[src/rtl/rng_round_controller_if.sv]
// ---------------------------------------------------------------------------
// rng_round_controller_if
//
// Purpose:
//   Groups the signals between the round controller, the RNG load registers
//   and the game-logic consumer into one bundle.
//
// Signals:
//   rng_1_in..rng_3_in  registered RNG values from the load registers
//   key_in              registered key from the load registers
//   load                one-cycle strobe telling the load registers to load
//   num_out             value currently presented to the consumer
//   num_idx             index of that value (0..2 = rng_1..3, 3 = key)
//   num_valid           num_out/num_idx are valid
//   ack                 consumer accepted the presented value
//
// Modports:
//   master  the round controller side
//   slave   the RNG registers / consumer side (used by the testbench)
// ---------------------------------------------------------------------------
interface rng_round_controller_if;
  logic [3:0] rng_1_in;
  logic [3:0] rng_2_in;
  logic [3:0] rng_3_in;
  logic [3:0] key_in;
  logic       load;
  logic [3:0] num_out;
  logic [1:0] num_idx;
  logic       num_valid;
  logic       ack;

  modport master (
    input  rng_1_in,
    input  rng_2_in,
    input  rng_3_in,
    input  key_in,
    input  ack,
    output load,
    output num_out,
    output num_idx,
    output num_valid
  );

  modport slave (
    output rng_1_in,
    output rng_2_in,
    output rng_3_in,
    output key_in,
    output ack,
    input  load,
    input  num_out,
    input  num_idx,
    input  num_valid
  );
endinterface

[src/rtl/rng_round_controller.sv]
// ---------------------------------------------------------------------------
// rng_round_controller
//
// Purpose:
//   Sequences the RNG datapath for one game. Each round pulses the RNG load
//   strobe, captures the three random values and the key, re-rolls rounds
//   that contain duplicates (up to MAX_RETRY times), then hands the four
//   values to the game logic one at a time over a valid/ack handshake.
//   After ROUNDS rounds the controller reports done.
//
// Parameters:
//   ROUNDS     rounds per game (1 .. 2^ROUND_W-1)
//   ROUND_W    width of the round counter
//   MAX_RETRY  re-rolls allowed per round before retry_err is flagged
//
// Ports:
//   clk        system clock, rising edge
//   rst        asynchronous, active-low reset
//   start      begin a game (honoured only in IDLE or DONE)
//   abort      synchronous abort, returns to IDLE on the next edge
//   bus        controller side of rng_round_controller_if
//   busy       high in every state except IDLE and DONE
//   done       game finished, held until the next start or abort
//   retry_err  sticky, some round exhausted its re-rolls; cleared on start
//   round_cnt  rounds completed in the current game (saturates at ROUNDS)
// ---------------------------------------------------------------------------
module rng_round_controller #(
  parameter int ROUNDS    = 4,
  parameter int ROUND_W   = 3,
  parameter int MAX_RETRY = 3
) (
  input  logic                      clk,
  input  logic                      rst,
  input  logic                      start,
  input  logic                      abort,
  rng_round_controller_if.master    bus,
  output logic                      busy,
  output logic                      done,
  output logic                      retry_err,
  output logic [ROUND_W-1:0]        round_cnt
);

  // A zero-retry configuration still needs a one-bit counter.
  localparam int RETRY_W = (MAX_RETRY < 1) ? 1 : $clog2(MAX_RETRY + 1);

  localparam logic [ROUND_W-1:0] ROUNDS_V    = ROUND_W'(ROUNDS);
  localparam logic [RETRY_W-1:0] MAX_RETRY_V = RETRY_W'(MAX_RETRY);

  typedef enum logic [2:0] {
    IDLE,
    LOAD,
    WAIT,
    CHECK,
    PRESENT,
    ROUND_END,
    DONE
  } state_t;

  state_t state;
  state_t next_state;

  // Captured copies of the load registers for the round in progress.
  logic [3:0] cap_rng_1;
  logic [3:0] cap_rng_2;
  logic [3:0] cap_rng_3;
  logic [3:0] cap_key;

  logic [1:0]         idx;
  logic [RETRY_W-1:0] retry_cnt;
  logic [ROUND_W-1:0] round_next;

  logic dup;
  logic retry_exhausted;

  // Datapath strobes produced by the next-state logic.
  logic clear_game;
  logic capture;
  logic retry_inc;
  logic retry_clr;
  logic err_set;
  logic idx_clr;
  logic idx_inc;
  logic round_inc;

  // Registered-state-derived outputs.
  logic       load_o;
  logic       num_valid_o;
  logic [3:0] num_out_o;
  logic [1:0] num_idx_o;

  // A round is rejected if any two of the four captured values match.
  assign dup = (cap_rng_1 == cap_rng_2) || (cap_rng_1 == cap_rng_3) ||
               (cap_rng_1 == cap_key)   || (cap_rng_2 == cap_rng_3) ||
               (cap_rng_2 == cap_key)   || (cap_rng_3 == cap_key);

  assign retry_exhausted = (retry_cnt >= MAX_RETRY_V);

  // Saturating increment so the round counter can never wrap.
  assign round_next = (round_cnt == ROUNDS_V) ? round_cnt : round_cnt + 1'b1;

  // State register.
  always_ff @(posedge clk or negedge rst) begin
    if (!rst) begin
      state <= IDLE;
    end else begin
      state <= next_state;
    end
  end

  // Next-state and output decode. abort is checked before the state case so
  // it overrides every other event and suppresses all datapath strobes.
  always_comb begin
    next_state  = state;
    clear_game  = 1'b0;
    capture     = 1'b0;
    retry_inc   = 1'b0;
    retry_clr   = 1'b0;
    err_set     = 1'b0;
    idx_clr     = 1'b0;
    idx_inc     = 1'b0;
    round_inc   = 1'b0;

    load_o      = (state == LOAD);
    num_valid_o = (state == PRESENT);
    busy        = (state != IDLE) && (state != DONE);
    done        = (state == DONE);

    if (abort) begin
      next_state = IDLE;
    end else begin
      case (state)
        IDLE: begin
          if (start) begin
            next_state = LOAD;
            clear_game = 1'b1;
          end
        end
        LOAD: begin
          next_state = WAIT;
        end
        WAIT: begin
          // The load registers were updated on the edge that entered WAIT.
          next_state = CHECK;
          capture    = 1'b1;
        end
        CHECK: begin
          if (dup && !retry_exhausted) begin
            next_state = LOAD;
            retry_inc  = 1'b1;
          end else begin
            // Out of re-rolls: flag it, but still present what was captured.
            err_set    = dup;
            idx_clr    = 1'b1;
            next_state = PRESENT;
          end
        end
        PRESENT: begin
          if (bus.ack) begin
            if (idx == 2'd3) begin
              next_state = ROUND_END;
            end else begin
              idx_inc = 1'b1;
            end
          end
        end
        ROUND_END: begin
          round_inc = 1'b1;
          retry_clr = 1'b1;
          if (round_next == ROUNDS_V) begin
            next_state = DONE;
          end else begin
            next_state = LOAD;
          end
        end
        DONE: begin
          if (start) begin
            next_state = LOAD;
            clear_game = 1'b1;
          end
        end
        default: begin
          next_state = IDLE;
        end
      endcase
    end
  end

  // Presented value, forced to zero whenever nothing is being presented.
  always_comb begin
    num_out_o = 4'd0;
    num_idx_o = 2'd0;
    if (num_valid_o) begin
      num_idx_o = idx;
      case (idx)
        2'd0:    num_out_o = cap_rng_1;
        2'd1:    num_out_o = cap_rng_2;
        2'd2:    num_out_o = cap_rng_3;
        default: num_out_o = cap_key;
      endcase
    end
  end

  assign bus.load      = load_o;
  assign bus.num_valid = num_valid_o;
  assign bus.num_out   = num_out_o;
  assign bus.num_idx   = num_idx_o;

  // Capture of the four load-register values.
  always_ff @(posedge clk or negedge rst) begin
    if (!rst) begin
      cap_rng_1 <= 4'd0;
      cap_rng_2 <= 4'd0;
      cap_rng_3 <= 4'd0;
      cap_key   <= 4'd0;
    end else if (capture) begin
      cap_rng_1 <= bus.rng_1_in;
      cap_rng_2 <= bus.rng_2_in;
      cap_rng_3 <= bus.rng_3_in;
      cap_key   <= bus.key_in;
    end
  end

  // Re-roll counter; restarts at every game start and at every round end.
  always_ff @(posedge clk or negedge rst) begin
    if (!rst) begin
      retry_cnt <= '0;
    end else if (clear_game || retry_clr) begin
      retry_cnt <= '0;
    end else if (retry_inc) begin
      retry_cnt <= retry_cnt + 1'b1;
    end
  end

  // Sticky retry error. abort leaves it alone so it can be inspected.
  always_ff @(posedge clk or negedge rst) begin
    if (!rst) begin
      retry_err <= 1'b0;
    end else if (clear_game) begin
      retry_err <= 1'b0;
    end else if (err_set) begin
      retry_err <= 1'b1;
    end
  end

  // Presentation index. Cleared on abort so a later game always starts at 0.
  always_ff @(posedge clk or negedge rst) begin
    if (!rst) begin
      idx <= 2'd0;
    end else if (abort || clear_game || idx_clr) begin
      idx <= 2'd0;
    end else if (idx_inc) begin
      idx <= idx + 2'd1;
    end
  end

  // Completed-round counter, held through DONE and abort until next start.
  always_ff @(posedge clk or negedge rst) begin
    if (!rst) begin
      round_cnt <= '0;
    end else if (clear_game) begin
      round_cnt <= '0;
    end else if (round_inc) begin
      round_cnt <= round_next;
    end
  end

  // Structural invariants of the sequencer.
  a_load_single: assert property (@(posedge clk) disable iff (!rst)
    load_o |=> !load_o);

  a_round_cap: assert property (@(posedge clk) disable iff (!rst)
    round_cnt <= ROUNDS_V);

  a_present_hold: assert property (@(posedge clk) disable iff (!rst)
    (state == PRESENT && !bus.ack && !abort) |=>
      (num_valid_o && $stable(num_out_o) && $stable(num_idx_o)));

  a_busy_done: assert property (@(posedge clk) disable iff (!rst)
    !(busy && done));

endmodule

[src/flat_wrapper.sv]
// flat-port wrapper written by rule: the top's interface ports become plain ports
module rng_round_controller_flat 
#(
  parameter int ROUNDS    = 4,
  parameter int ROUND_W   = 3,
  parameter int MAX_RETRY = 3
)
  (clk, rst, start, abort, busy, done, retry_err, round_cnt, bus_rng_1_in, bus_rng_2_in, bus_rng_3_in, bus_key_in, bus_ack, bus_load, bus_num_out, bus_num_idx, bus_num_valid);
  rng_round_controller_if bus_i ();
  input  logic clk;
  input  logic rst;
  input  logic start;
  input  logic abort;
  output logic busy;
  output logic done;
  output logic retry_err;
  output logic [ROUND_W-1:0] round_cnt;
  input wire logic [$bits(bus_i.rng_1_in)-1:0] bus_rng_1_in;
  input wire logic [$bits(bus_i.rng_2_in)-1:0] bus_rng_2_in;
  input wire logic [$bits(bus_i.rng_3_in)-1:0] bus_rng_3_in;
  input wire logic [$bits(bus_i.key_in)-1:0] bus_key_in;
  input wire logic [$bits(bus_i.ack)-1:0] bus_ack;
  output wire logic [$bits(bus_i.load)-1:0] bus_load;
  output wire logic [$bits(bus_i.num_out)-1:0] bus_num_out;
  output wire logic [$bits(bus_i.num_idx)-1:0] bus_num_idx;
  output wire logic [$bits(bus_i.num_valid)-1:0] bus_num_valid;
  assign bus_i.rng_1_in = bus_rng_1_in;
  assign bus_i.rng_2_in = bus_rng_2_in;
  assign bus_i.rng_3_in = bus_rng_3_in;
  assign bus_i.key_in = bus_key_in;
  assign bus_i.ack = bus_ack;
  assign bus_load = bus_i.load;
  assign bus_num_out = bus_i.num_out;
  assign bus_num_idx = bus_i.num_idx;
  assign bus_num_valid = bus_i.num_valid;
  rng_round_controller #(.ROUNDS(ROUNDS), .ROUND_W(ROUND_W), .MAX_RETRY(MAX_RETRY)) u_core (.clk(clk), .rst(rst), .start(start), .abort(abort), .bus(bus_i), .busy(busy), .done(done), .retry_err(retry_err), .round_cnt(round_cnt));
endmodule
[config.mk]
export PLATFORM = sky130hd
export DESIGN_NAME = rng_round_controller_flat
export DESIGN_NICKNAME = d
export VERILOG_FILES = /design/src/rtl/rng_round_controller_if.sv /design/src/rtl/rng_round_controller.sv /design/src/flat_wrapper.sv
export SDC_FILE = /design/constraint.sdc
export NUM_CORES = 1
export LEC_CHECK = 0
export CORE_UTILIZATION = 42
export CTS_BUF_LIST = sky130_fd_sc_hd__clkbuf_4
export CTS_CLUSTER_SIZE = 12
export DETAILED_ROUTE_END_ITERATION = 8
export PLACE_DENSITY = 0.67
export SYNTH_ARGS = -nofsm -noshare
export SYNTH_HDL_FRONTEND = slang
export SYNTH_SLANG_ARGS = --single-unit
[constraint.sdc]
create_clock -name clk -period 4.1 [get_ports clk]
set_clock_uncertainty 0.2 [all_clocks]
set_input_delay 0.615 -clock clk [delete_from_list [all_inputs] [get_ports clk]]
set_output_delay 0.615 -clock clk [all_outputs]
set_load 0.005 [all_outputs]
==> results of run 1 <==
==> registers in the layout (all words and copies together) (netlist names) <==
register / count
u_core.state: 3
u_core.round_cnt: 3
u_core.cap_rng_3: 4
u_core.retry_cnt: 2
u_core.retry_err: 1
u_core.cap_rng_1: 4
u_core.cap_rng_2: 4
u_core.cap_key: 4
u_core.idx: 2
==> per-layer routing <==
metal,global-route usage (%),up-vias,share of wire [%]
met5,0,-,0
met3,2.70,6,3.7
li1,-,708,-
met4,7.18,0,1.4
met1,27.9,711,50
met2,31.2,33,45
==> layout make-up <==
cell class                 instances  area (sq um)
clock buffer                       4          30.0
fill                             349          1830
inverter                           7          26.3
multi-input combinational        138          1070
sequential                        27           676
tap                               50          62.6
timing repair buffer              36           355
==> path summary, 6_finish.rpt <==
check                                    startpoint             endpoint  slack [ps]  depth (start not counted)
worst max-delay path                  u_core.idx[0]       bus_num_out[2]        1140                          7
worst min-delay path               u_core.retry_err     u_core.retry_err         320                          1
worst max register to register  u_core.round_cnt[0]      u_core.state[1]        1990                          8
worst min register to register     u_core.retry_err     u_core.retry_err         320                          1
max in group asynchronous                       rst    u_core.cap_key[2]        3000                          2
min in group asynchronous                       rst  u_core.cap_rng_3[0]         450                          2
==> cells by family after synthesis <==
group	Yosys count
multiplexers	17
flip-flops	27
XOR/XNOR	26
AND/OR/NAND/NOR	58
AO/OA/AOI/OAI	30
buffers and inverters	13
adder cells (fa/ha/maj)	7
==> cell usage after synthesis (3+ instances only) <==
| cell type | n |
|---|---|
| a21oi_1 | 10 |
| a222oi_1 | 4 |
| buf_4 | 3 |
| dfrtp_1 | 27 |
| ha_1 | 7 |
| inv_1 | 7 |
| mux2_2 | 16 |
| nand2_1 | 9 |
| nand2b_1 | 5 |
| nand3_1 | 7 |
| nor2_1 | 17 |
| nor3_1 | 3 |
| o21ai_1 | 3 |
| xnor2_1 | 10 |
| xor2_1 | 16 |
==> worst max-delay path: stages (launching register included) <==
cell and delay, ps:
dfrtp_1 400, inv_1 100, ha_1 260, a222oi_1 340
nor2_1 70, a21oi_1 140, nor2_1 60, clkdlybuf4s50_1 440
==> through the flow <==
stage | total power [mW] | util (%) | setup WS (ps) | instance area, sq um
6_report | 1.30 | 54.8 | 1140 | 2220
4_1_cts | 1.30 | 54.8 | 1140 | 2220
3_3_place_gp | 1.15 | 54.1 | 1570 | 2190
2_1_floorplan | 1.02 | - | 2070 | 1810
5_1_grt | 1.40 | 54.8 | 935 | 2220
3_5_place_dp | 1.18 | 54.1 | 1520 | 2190
==> cells in the final DEF, fill, tap and decap left out, types with 3 or more instances in the layout <==
cell type,n
clkbuf_4,4
a222oi_1,4
nor3_1,3
o21ai_1,3
nor2_1,17
inv_1,7
a21oi_1,10
xor2_1,16
dfrtp_1,27
mux2_2,16
clkdlybuf4s50_1,34
nand3_1,7
xnor2_1,10
nand2b_1,5
ha_1,7
nand2_1,9
==> where the power goes <==
group          leakage, nW  switching [mW]  internal [mW]
combinational        0.566           0.276          0.348
sequential           0.338           0.199          0.360
clock               0.0184          0.0767         0.0447
==> impl_results.md, run 1 <==
- RSZ-0062 raised after global routing: no
- Cell leakage power: 0.922 nW
- Vias in the first global route: 1433
- Required time of the critical path: 3280 ps
- Share of cells above drive strength 1: 15.1%
- Clk sinks: 27
- 1st-iter DRT viols: 84
- Post-DR wirelength/cell: 15.6 microns
- CTS tree: yes
- CTS buffer count: 3
- DR vias/cell: 5.56
- GRT overflow: 0
- Fin crit period: 2960 ps
- # setup viols final: 0
- Register bit total from synthesis: 27
- Post-synthesis mux area share: 10.5%
- Hold_buf cts: 0
- Asr flop ratio synth: 100%
- ANT cells: 0
- Final WL: 4.10 mm
- DRC viols: 0
- Synth Area per Inst: 10.2 sq um
- Syn nets: 206
- Dpl cells: 258
- GP Congestion: 0.853
- Clock slew at reported path FFs: 140 ps
- Post-synthesis simple-gate area fraction: 19.1%
- I/O pins: 35
- Htree depth: 1
- Port Buffer Count: 34
- Compound-Gate Fraction of Synth Area: 12.3%
- Hpwl dp: 3.11 mm
- Worst setup SP type: register
- Final net count: 241
- Core area: 4060 sq um
- Area leader, netlist: dfrtp_1
- Adder-cell share of the synthesized area: 4.84%
- # rows: 23
- Maxcap violations: 0
- Final Non-Filler Cells: 262
- Post-Synth XOR/XNOR Area: 12.6%
- Warnings, synthesis: 0
- Post-cts sizing count: 0
- Largest family of logic cells by synthesized area: simple AND/OR/NAND/NOR gates
- Min Hold Slack: 323 ps
- GRT Util Overall: 20.0%
- Initial antenna violation count: 0
- Worst-Skew Late Latency: 320 ps
- CP Max Fanout: 4
- Initial Utilization: 44.6%
- Setup Buffers After CTS: 0
- Drt pass-1 iters: 5
- Top_reg_cell synth: dfrtp_1
- Top post-synthesis cells by area: dfrtp_1, mux2_2, xor2_1
- F_max: 0.338 GHz
- Synthesized area: 1810 sq um
- Global-route wire length before repair: 6.86 mm
- Hold Fails Final Rpt: 0
- Worst min-delay path category: reg2reg
- Part of the cycle the worst path needs: 72.3%
- Maximum VDD drop: 0.000323 V
- CP endpoint kind: output port
- Synthesis-to-layout area growth: 22.8%
- Gate Count Post-Synth: 178
- Power Dens Cells: 587 nW/um^2
- Die span in y: 67.7 microns
- Final Max Slew Viols: 0
- Setup TNS: 0 ps
- Largest net degree at the start of global routing: 28
- Slew HR: 72.0%
- Sequential fraction of the synthesis area: 37.3%
- Vias: 1458
- Post-synth EDFFs: 0
- WP data arrival: 2150 ps
- Detail Route Antenna Nets: 0
- Worst Tran Pin Value: 416 ps
- Total die area: 4580 sq um
- Kind of critical path: reg2out
- Clock buffer depth: 2
- Die W: 67.7 microns
- Status: finished clean
- Top cell type's share of synthesized area: 37.3%
- Root Buffer: clkbuf_4
- Post-synthesis cell type count: 41
No activity file was read; power rests on OpenSTA's default activity.
==> run 2, diff against run 1 <==
Settings changed: PLACE_DENSITY 0.67 to 0.69.
Clock period 4.1 ns to 2.65 ns, I/O delays scaled along.
==> run 2 against run 1 <==
Effect of this change:
- final area grew 1.6%
- cell count rose by 1.1%
- largest cell class unchanged
- setup slack worse by 970 ps
- sequential cell count is the same
- sequential power increased by 53%
- non-clock buffer count grew 3
- count of clock-buffer cells in the layout did not move
- global-route usage up 1.4 points
- largest power group unchanged
==> impl_results.md, run 2 (synthesis results as in run 1) <==
- Die span in y: 67.7 microns (unchanged)
- CTS buffer count: 3 (unchanged)
- 1st-iter DRT viols: 139 (was 84)
- R2r setup slk: 500 ps (was 1990 ps)
- Synthesis-to-layout area growth: 24.8% (was 22.8%)
- Crit-path max cell delay: 440 ps (about the same)
- CP endpoint kind: output port (unchanged)
- Status: finished clean (unchanged)
- Core area: 4060 sq um (unchanged)
- Setup TNS: 0 ps (unchanged)
- Final Max Slew Viols: 0 (unchanged)
- Detail Route Antenna Nets: 0 (unchanged)
- Crit. Startpoint: u_core.idx[1] (was u_core.idx[0])
- Global-route wire length before repair: 7.25 mm (was 6.86 mm)
- Worst min-delay path category: in2async (was reg2reg)
- Kind of critical path: reg2out (unchanged)
- CP Max Fanout: 4 (unchanged)
- GP Congestion: 0.896 (was 0.853)
- Largest net degree at the start of global routing: 28 (unchanged)
- Final WL: 4.38 mm (was 4.10 mm)
- Htree depth: 1 (unchanged)
- CTS tree: yes (unchanged)
- Port Buffer Count: 34 (unchanged)
- Die W: 67.7 microns (unchanged)
- Commonest cells after routing, fill and taps aside: clkdlybuf4s50_1, dfrtp_1, nor2_1 (unchanged)
- Placement Cell Area: 2200 sq um (was 2190 sq um)
- RSZ-0062 raised after global routing: no (unchanged)
- Post-DR wirelength/cell: 16.5 microns (was 15.6 microns)
- Maximum VDD drop: 0.000465 V (was 0.000323 V)
- Power Dens Cells: 897 nW/um^2 (was 587 nW/um^2)
- Critical path's slowest cell: dfrtp_1 (was clkdlybuf4s50_1)
- Worst-Skew Late Latency: 330 ps (was 320 ps)
- Clk sinks: 27 (unchanged)
- Required time of the critical path: 2050 ps (was 3280 ps)
- CP Cell Sequence: inv_2 -> ha_2 -> a222oi_1 -> nor2_1 -> a21oi_1 -> nor2_1 -> dlygate4sd2_1 (was inv_1 -> ha_1 -> a222oi_1 -> nor2_1 -> a21oi_1 -> nor2_1 -> clkdlybuf4s50_1)
- Worst setup SP type: register (unchanged)
- GRT overflow: 0 (unchanged)
- Cell leakage power: 0.996 nW (was 0.922 nW)
- DRC viols: 0 (unchanged)
- Clock slew at reported path FFs: 160 ps (was 140 ps)
- DR vias/cell: 5.71 (was 5.56)
- Slew HR: 70.0% (was 72.0%)
- Vias in the first global route: 1515 (was 1433)
- Worst Tran Pin Value: 447 ps (was 416 ps)
- # rows: 23 (unchanged)
- Hpwl dp: 3.25 mm (was 3.11 mm)
- Initial Utilization: 44.6% (unchanged)
- Root Buffer: clkbuf_4 (unchanged)
- Reg2Reg Depth: 8 (unchanged)
- Total die area: 4580 sq um (unchanged)
- Clock buffer depth: 2 (unchanged)
- ANT cells: 0 (unchanged)
- Share of cells above drive strength 1: 18.6% (was 15.1%)
- Reg-to-Reg Start: u_core.round_cnt[0] (unchanged)
- Cell mode on critical path: nor2_1 (unchanged)
- Hold_buf cts: 0 (unchanged)
- WP data arrival: 1880 ps (was 2150 ps)
- F_max: 0.403 GHz
- Worst r2r dst: u_core.state[1] (unchanged)
- Vias: 1513 (was 1458)
- I/O pins: 35 (unchanged)
- Maxcap violations: 0 (unchanged)
- Final instance area: 2260 sq um (was 2220 sq um)
- Drt pass-1 iters: 4 (was 5)
- Initial antenna violation count: 0 (unchanged)
- GRT Util Overall: 21.4% (was 20.0%)
- # setup viols final: 0 (unchanged)
- Part of the cycle the worst path needs: 93.5%
- Fin crit period: 2480 ps
- Commonest non-fill, non-tap cell in the layout: clkdlybuf4s50_1 (unchanged)
- Hold Fails Final Rpt: 0 (unchanged)
- Final net count: 244 (was 241)
- Crit path capture: bus_num_out[3] (was bus_num_out[2])
-- run 2: changes by cell type in the layout (fill, tap and decap cells not counted), moves of 3 or more --
cell	change
buf_4	+3
ha_2	+3
ha_1	-3
dlymetal6s2s_1	+3
clkdlybuf4s50_1	-4
-- run 2: through the flow --
| step | cells | setup slack, ps | util, % | hold slack [ps] | power (mW) |
|---|---|---|---|---|---|
| final | 265 | 171 | 55.7 | 228 | 2.03 |
| after global routing | 265 | 27.0 | 55.7 | 231 | 2.17 |
| after CTS | 265 | 3.17 | 55.4 | 229 | 2.03 |
| after detailed placement | 259 | 280 | 54.2 | 300 | 1.84 |
| after global placement | 259 | 336 | 54.2 | 283 | 1.79 |
| after floorplan | 178 | 713 | - | -98.1 | 1.57 |
-- run 2: worst min-delay path by stage --
stage | startpoint | end | slack (ps) | cells after the start
after floorplan | rst | u_core.cap_key[0] | -100 | 0
after global placement | u_core.retry_err | u_core.retry_err | 280 | 1
after detailed placement | u_core.retry_err | u_core.retry_err | 300 | 1
after CTS | rst | u_core.cap_key[1] | 230 | 2
after global routing | rst | u_core.cap_key[1] | 230 | 2
final | rst | u_core.cap_rng_2[3] | 230 | 2
-- run 2: final cells by class --
| class | count | area, sq um |
|---|---|---|
| fillers | 369 | 1800 |
| multi-input cells | 138 | 1080 |
| flip-flops and latches | 27 | 676 |
| repair buffers | 39 | 384 |
| well taps | 50 | 62.6 |
| clock buffers | 4 | 30.0 |
| inverters | 7 | 26.3 |
-- run 2: report_power, final --
group	internal [mW]	leakage, nW	switching (mW)	total [mW]
combinational	0.538	0.640	0.435	0.972
clock	0.0691	0.0184	0.128	0.197
sequential	0.557	0.338	0.301	0.858
total	1.16	0.996	0.864	2.03
-- run 2: critical path: cells and delay by family, from the launching register on --
family	cells	cell delay, ps
AOI/OAI and AO/OA	2	450
DFF	1	440
buffers and inverters	2	340
adders and majority gates	1	200
and+or+nand+nor	2	140
-- run 2: timing repair --
| item | 4_1_cts | 5_1_grt |
|---|---|---|
| resized for setup | 4 | 5 |
| endpoints found under the setup margin | 4 | 3 |
| cloned | 0 | 0 |
| pin swaps | 2 | 2 |
| buffers inserted | 2 | 0 |
-- run 2: layer usage --
layer / vias up / track usage [%] / routed length (microns)
met4: 0 / 6.65 / 34
li1: 710 / - / -
met2: 65 / 34.4 / 2130
met1: 736 / 29.9 / 1880
met3: 2 / 2.03 / 324
met5: - / 0 / 0
==> run 3, diff against run 2 <==
Settings changed: PLACE_DENSITY 0.69 to 0.67.
Clock period 2.65 ns to 2.6 ns, I/O delays scaled along.
==> run 3 against run 2 <==
Effect of this change:
- via count fell by 3.0%
- wire length fell by 2.7%
- setup slack got worse by 78 ps
- sequential share of layout area rose by 0.083 points
- count of clock-buffer cells in the layout fell by 1
- non-clock buffer count rose by 1
- first-iteration DRC count fell by 25%
- sequential cell count did not move
- hold slack got worse by 8.7 ps
- final area fell by 0.28%
- combinational power rose by 2.5%
- critical endpoint unchanged
==> impl_results.md, run 3 (synthesis results as in run 1) <==
- Status: finished clean (unchanged)
- Fin crit period: 2510 ps
- Final WL: 4.26 mm (was 4.38 mm)
- Fillers: 356 (was 369)
- Hpwl dp: 3.23 mm (was 3.25 mm)
- CTS tree: yes (unchanged)
- Power, Total: 2.06 mW (was 2.03 mW)
- Initial Utilization: 44.6% (unchanged)
- Die W: 67.7 microns (unchanged)
- Final instance area: 2250 sq um (was 2260 sq um)
- Reg-to-Reg Start: u_core.cap_key[3] (was u_core.round_cnt[0])
- GRT overflow: 0 (unchanged)
- Commonest cells after routing, fill and taps aside: clkdlybuf4s50_1, dfrtp_1, nor2_1 (unchanged)
- Power Dens Cells: 912 nW/um^2 (was 897 nW/um^2)
- Share of cells above drive strength 1: 19.0% (was 18.6%)
- Min Hold Slack: 219 ps (was 228 ps)
- Initial antenna violation count: 0 (unchanged)
- Total die area: 4580 sq um (unchanged)
- Largest net degree at the start of global routing: 28 (unchanged)
- Seq. cell area: 676 sq um (unchanged)
- GP Congestion: 0.824 (was 0.896)
- Synthesis-to-layout area growth: 24.5% (was 24.8%)
- RSZ-0062 raised after global routing: no (unchanged)
- Area occupied by multi-input gates: 1080 sq um (unchanged)
- I/O pins: 35 (unchanged)
- Final Util: 55.5% (was 55.7%)
- Worst min-delay path category: in2async (unchanged)
- Part of the cycle the worst path needs: 96.4%
- Global-route wire length before repair: 7.17 mm (was 7.25 mm)
- DRC viols: 0 (unchanged)
- Core area: 4060 sq um (unchanged)
- Final net count: 245 (was 244)
- Final Non-Filler Cells: 266 (was 265)
- Dpl cells: 260 (was 259)
- Clock buffer depth: 2 (unchanged)
- CP endpoint kind: output port (unchanged)
- Post-DR wirelength/cell: 16.0 microns (was 16.5 microns)
- Maximum VDD drop: 0.000422 V (was 0.000465 V)
- Worst setup SP type: register (unchanged)
- # rows: 23 (unchanged)
- Clock slew at reported path FFs: 150 ps (was 160 ps)
- Placement Cell Area: 2210 sq um (was 2200 sq um)
- Maxcap violations: 0 (unchanged)
- GRT Util Overall: 21.2% (was 21.4%)
- Required time of the critical path: 2010 ps (was 2050 ps)
- Slew HR: 70.7% (was 70.0%)
- Commonest non-fill, non-tap cell in the layout: clkdlybuf4s50_1 (unchanged)
- Fin worst setup slack: 93.5 ps (was 171 ps)
- F_max: 0.399 GHz
- Vias: 1467 (was 1513)
- Hold Fails Final Rpt: 0 (unchanged)
- Clk sinks: 27 (unchanged)
- CTS buffer count: 3 (unchanged)
- CP Max Fanout: 4 (unchanged)
- 1st-iter DRT viols: 104 (was 139)
- Cell leakage power: 0.959 nW (was 0.996 nW)
- Worst-Skew Late Latency: 320 ps (was 330 ps)
- Setup TNS: 0 ps (unchanged)
- Final Max Slew Viols: 0 (unchanged)
- Vias in the first global route: 1445 (was 1515)
- Kind of critical path: reg2out (unchanged)
- Detail Route Antenna Nets: 0 (unchanged)
- Setup WS pre-CTS: 191 ps (was 280 ps)
- Port Buffer Count: 34 (unchanged)
- DR vias/cell: 5.52 (was 5.71)
- Crit. Startpoint: u_core.idx[1] (unchanged)
- Die span in y: 67.7 microns (unchanged)
- WP data arrival: 1920 ps (was 1880 ps)
- Drt pass-1 iters: 6 (was 4)
- Htree depth: 1 (unchanged)
- # setup viols final: 0 (unchanged)
- Root Buffer: clkbuf_4 (unchanged)
- Worst Tran Pin Value: 436 ps (was 447 ps)
- Hold_buf cts: 0 (unchanged)
- ANT cells: 0 (unchanged)
## run 3: per-layer routing
layer  GRT usage [%]  routed length, microns  vias to the layer above  share of wire (%)
met4            4.79                      57                        0                1.3
li1                -                       -                      719                  -
met5               0                       0                        -                  0
met3            3.55                     183                        6                4.3
met2            34.8                    1980                       47                 47
met1            28.8                    2030                      695                 48
## run 3: final timing paths
path,to,slack [ps],cells past startpoint
max,bus_num_out[3],90,7
min,u_core.cap_rng_3[2],220,2
max reg2reg,u_core.retry_err,450,5
min reg2reg,u_core.retry_err,320,1
max in group asynchronous,u_core.cap_key[1],1710,2
min in group clk,u_core.retry_err,320,1
## run 3: power breakdown
group / total [mW] / switching, mW / internal [mW]
clock network: 0.177 / 0.119 / 0.0576
registers: 0.883 / 0.315 / 0.567
logic: 0.996 / 0.448 / 0.548
total: 2.06 / 0.882 / 1.17
## run 3: area by class of cell
cell class,instances,share of cell area [%]
inverter,7,1.17
timing repair buffer,40,16.9
sequential,27,30.0
clock buffer,3,0.999
multi-input combinational,138,48.0
clock inverter,1,0.222
tap,50,2.78
## run 3: timing repair
action	4_1_cts	5_1_grt
gates resized for setup	8	1
endpoints found under the setup margin	4	2
pin swaps	4	1
setup buffers	2	0
hold endpoints to repair	0	0
## run 3: worst max-delay path, cell delays in order, from the launching register on
cell	delay, ps
dfrtp_1	430
inv_2	70
ha_2	200
a222oi_1	390
nor2_1	70
a21oi_1	140
nor2_1	50
dlygate4sd2_1	260
